==> src/rtl/track_scheduler.sv <==
// track_scheduler: play/pause/seek sequencer with shuffle, button lockout and load handshake
module track_scheduler #(
    parameter int IDX_W   = 3,
    parameter int LOCKOUT = 500000
) (
    input  logic             clk,
    input  logic             rst,
    input  logic             prev,
    input  logic             next,
    input  logic             play_toggle,
    input  logic [1:0]       mode,
    input  logic             track_end,
    input  logic             load_ack,
    output logic [IDX_W-1:0] track,
    output logic             load_req,
    output logic             playing,
    output logic             busy
);
    localparam int CW = $clog2(LOCKOUT + 1);
    typedef enum logic [1:0] {IDLE, LOAD, PLAY, PAUSE} state_t;
    state_t           state, state_n;
    logic             resume, resume_n;
    logic [IDX_W-1:0] track_n, succ, cand;
    logic [CW-1:0]    cnt, cnt_n;
    logic [7:0]       lfsr;
    logic             seek;
    assign cand = lfsr[IDX_W-1:0];
    assign succ = (mode == 2'd3 && cand != track) ? cand : track + 1'b1;
    // free-running shuffle source, x^8+x^6+x^5+x^4+1, nonzero seed keeps it out of the lock-up state
    always_ff @(posedge clk)
        if (rst) lfsr <= 8'h5A;
        else     lfsr <= {lfsr[6:0], lfsr[7] ^ lfsr[5] ^ lfsr[4] ^ lfsr[3]};
    // state, track, lockout and registered status outputs
    always_ff @(posedge clk)
        if (rst) begin
            state    <= IDLE;
            track    <= '0;
            resume   <= 1'b1;
            cnt      <= '0;
            load_req <= 1'b0;
            playing  <= 1'b0;
            busy     <= 1'b0;
        end else begin
            state    <= state_n;
            track    <= track_n;
            resume   <= resume_n;
            cnt      <= cnt_n;
            load_req <= state_n == LOAD;
            playing  <= state_n == PLAY;
            busy     <= state_n == LOAD;
        end
    // one event per cycle: seek buttons, then track end, then play toggle; LOAD only waits for ack
    always_comb begin
        state_n  = state;
        track_n  = track;
        resume_n = resume;
        cnt_n    = (cnt == '0) ? cnt : cnt - 1'b1;
        seek     = (prev || next) && cnt == '0 && state != LOAD;
        if (state == LOAD) begin
            if (load_ack) state_n = resume ? PLAY : PAUSE;
        end else if (seek) begin
            track_n = prev ? track - 1'b1 : succ;
            cnt_n   = CW'(LOCKOUT);
            if (state != IDLE) begin
                state_n  = LOAD;
                resume_n = state == PLAY;
            end
        end else if (track_end && state == PLAY) begin
            if (mode == 2'd0 && &track) begin
                track_n = '0;
                state_n = IDLE;
            end else begin
                track_n  = (mode == 2'd2) ? track : succ;
                state_n  = LOAD;
                resume_n = 1'b1;
            end
        end else if (play_toggle) begin
            state_n  = (state == IDLE) ? LOAD : (state == PLAY) ? PAUSE : PLAY;
            resume_n = 1'b1;
        end
    end
endmodule

==> config.mk <==
export PLATFORM = sky130hd
export DESIGN_NAME = track_scheduler
export DESIGN_NICKNAME = d
export VERILOG_FILES = /design/src/rtl/track_scheduler.sv
export SDC_FILE = /design/constraint.sdc
export NUM_CORES = 1
export LEC_CHECK = 0
export BUFFER_PORTS_ARGS = -buffer_cell sky130_fd_sc_hd__clkbuf_2
export CORE_ASPECT_RATIO = 1.75
export CORE_MARGIN = 2
export CORE_UTILIZATION = 60
export CTS_CLUSTER_DIAMETER = 80
export DETAILED_ROUTE_END_ITERATION = 6
export PLACE_DENSITY = 0.82
export SLEW_MARGIN = 20
export SYNTH_ARGS = -nofsm -noshare
export SYNTH_HDL_FRONTEND = slang
export SYNTH_SLANG_ARGS = --single-unit
==> constraint.sdc <==
create_clock -name clk -period 8.19 [get_ports clk]
set_clock_uncertainty 0.1 [all_clocks]
set_input_delay 1.638 -clock clk [delete_from_list [all_inputs] [get_ports clk]]
set_output_delay 1.638 -clock clk [all_outputs]
set_load 0.01 [all_outputs]
==> impl_metrics.yaml <==
layout:
  nets: 240
  seq_area_um2: 701
  layout_commonest_cell: "dfxtp_1"
  area_delta_synth_final_pct: 11.6
  n_fill_cell: 224
  final_cell_area_um2: 2090
  antennaDiodeCount: 0
  most-common-layout-cells: "dfxtp_1, nor2_1, clkbuf_2"
  multi_input_area_um2: 1090
  post_route_cells_drive_above_1_share: 0.163
synthesis:
  ys_async_sr_fraction: 0
  syn_inst: 216
  ys.warnings.count: 0
  ys_ff_latch: 35
  syn_area_um2: 1870
  ys_types: 47
  syn_nets: 230
  syn_area_per_cell_um2: 8.67
  synth-main-ff-cell: "dfxtp_1"
  synth_edf_count: 0
  yosysSeqAreaShare: 0.374
clocking:
  clkTransAtPathRegs_ns: 0.08
  cts-root-buf: "clkbuf_8"
  post_cts_buffers: 0
  cts.path.max_buffers: 2
  htreeDepth: 2
  cts_inserted_buffers: 5
  cts_hold_buffers: 0
  cts.repair.resized: 0
  cts.sinks: 35
  clk_latency_ns: 0.30
  tritoncts: "yes"
setup_path:
  path_class: "input pin to flip-flop"
  crit_path_frequent_cell: "o21ai_0"
  required_ns: 8.28
  path_cells: "clkbuf_2, nor2_1, or4_1, o21ai_0, o21ai_0, o221a_2"
  cp_slowest_cell: "or4_1"
  cpPeakStageDelay_ns: 0.53
  cp_data_arrival_time_ns: 3.29
  cp_max_fo: 5
  cp-end-kind: "flip-flop"
  critPathLaunchType: "input pin"
min_path:
  hp-class: "flip-flop to flip-flop"
die:
  core_area_um2: 2960
  pin_count: 15
  start_util: 0.633
  die-height_um: 77.9
  die_w_um: 46.2
  die_area_um2: 3600
  core.rowCount: 26
place:
  placed_area_um2: 1940
  place_congestion: 0.815
  hpwl_um: 3090
  portBuffers: 14
power:
  power_density_nw_per_um2: 384
  vdd_drop_max_mv: 0.274
  p_leak_uw: 0.000832
flow_run:
  maxCapViolCount: 0
detailed_routing:
  vias_per_cell: 6.18
  drt_iter0_markers: 47
  wl_per_cell_um: 16.0
  dr.pass1.iters: 4
  ant_nets: 0
  drcViolationCount: 0
  num_vias: 1662
  wirelength_um: 4300
global_routing:
  grt_pass1_vias: 1609
  grt_pass1_wl_um: 7020
  antenna_found_initial: 0
  globalRouteTotalUtil: 0.262
  grt_max_degree: 22
  grt.overflow.total: 0
sta:
  finalCriticalPeriod_ns: 3.20
  rsz0062_at_grt: "false"
  tns_ns: 0
  finalMaxSlewViolations: 0
  finalSetupViolCount: 0
  worstMarginPinSlew_ns: 1.12
  hold_viol: 0
  fin_crit_sh: 0.391
  max_freq_mhz: 312
  slew_headroom: 0.245
outcome:
  status: "completed"
## cells in the mapped netlist, types with 2 or more instances
cell type / n / share of area
xnor2_1: 9 / 0.042
ha_1: 5 / 0.033
nand2_1: 10 / 0.020
nor4_1: 2 / 0.0067
clkbuf_1: 9 / 0.018
or3_1: 5 / 0.017
a31oi_1: 3 / 0.010
inv_1: 12 / 0.024
or2_2: 4 / 0.013
nor2_1: 25 / 0.050
nand3_1: 6 / 0.016
o21ai_0: 8 / 0.021
mux2i_1: 6 / 0.032
o221a_2: 2 / 0.012
a21oi_1: 8 / 0.021
a211o_1: 2 / 0.0094
or4_4: 3 / 0.018
a311oi_1: 2 / 0.0094
a22oi_1: 2 / 0.0080
o2111ai_1: 8 / 0.037
xor2_1: 7 / 0.033
nand4b_1: 2 / 0.0094
dfxtp_1: 35 / 0.37
a211oi_1: 6 / 0.024
nor2b_1: 4 / 0.013
nor3_1: 9 / 0.024
a2111oi_0: 2 / 0.0094
## worst max-delay path: cells and delay by family
family / cells / cell delay (ns)
AOI/OAI and AO/OA: 3 / 0.94
and+or+nand+nor: 2 / 0.59
buffers and inverters: 1 / 0.12
## worst paths after layout
path	start	to	slack, ns	cells after the start
hold reg to reg	lfsr[6]$_SDFF_PP1_	lfsr[7]$_SDFF_PP0_	0.34	1
hold / removal	lfsr[6]$_SDFF_PP1_	lfsr[7]$_SDFF_PP0_	0.34	1
setup / recovery	prev	track[0]$_SDFFE_PP0P_	4.99	6
setup reg to reg	cnt[0]$_SDFF_PP0_	track[0]$_SDFFE_PP0P_	5.12	7
## area by class of cell
class / instances / share of cell area
Clock buffer: 5 / 0.0329
Clock inverter: 3 / 0.0323
Inverter: 12 / 0.0215
Multi-Input combinational cell: 158 / 0.519
Sequential cell: 35 / 0.335
Tap cell: 42 / 0.0251
Timing Repair Buffer: 14 / 0.0335
## power breakdown
group          switching (uW)  leakage, uW  internal, uW  total [uW]
Clock                    66.4    0.0000644           121         188
Combinational             219     0.000479           142         361
Sequential               44.9     0.000288           208         253
Total                     330     0.000832           472         802
## registers in the layout (all words and copies together) (netlist names)
name     flops
playing      1
busy         1
track        3
cnt         19
lfsr         8
resume       1
state        2
## stage by stage
step	utilization	power [uW]	setup slack, ns	cells	hold slack, ns
6_report	0.706	802	4.99	269	0.343
5_1_grt	0.706	857	4.90	269	0.364
4_1_cts	0.703	791	5.01	269	0.348
3_5_place_dp	0.657	600	4.72	261	0.330
3_3_place_gp	0.657	580	4.53	261	0.330
2_1_floorplan	-	529	5.05	216	0.314
## metal layers
metal / track usage / up-vias / share of wire
li1: - / 811 / -
met1: 0.270 / 802 / 0.38
met2: 0.449 / 40 / 0.56
met3: 0.0744 / 9 / 0.034
met4: 0.134 / 0 / 0.026
met5: 0 / - / 0
## kinds of logic after synthesis
family	share of synthesized area
DFF	0.374
muxes	0.0381
and+or+nand+nor	0.240
adders and majority gates	0.0334
xor gates and xnor gates	0.0748
AOI/OAI and AO/OA	0.187
buffers and inverters	0.0521
Note: power is estimated with default switching activity, not from simulation.
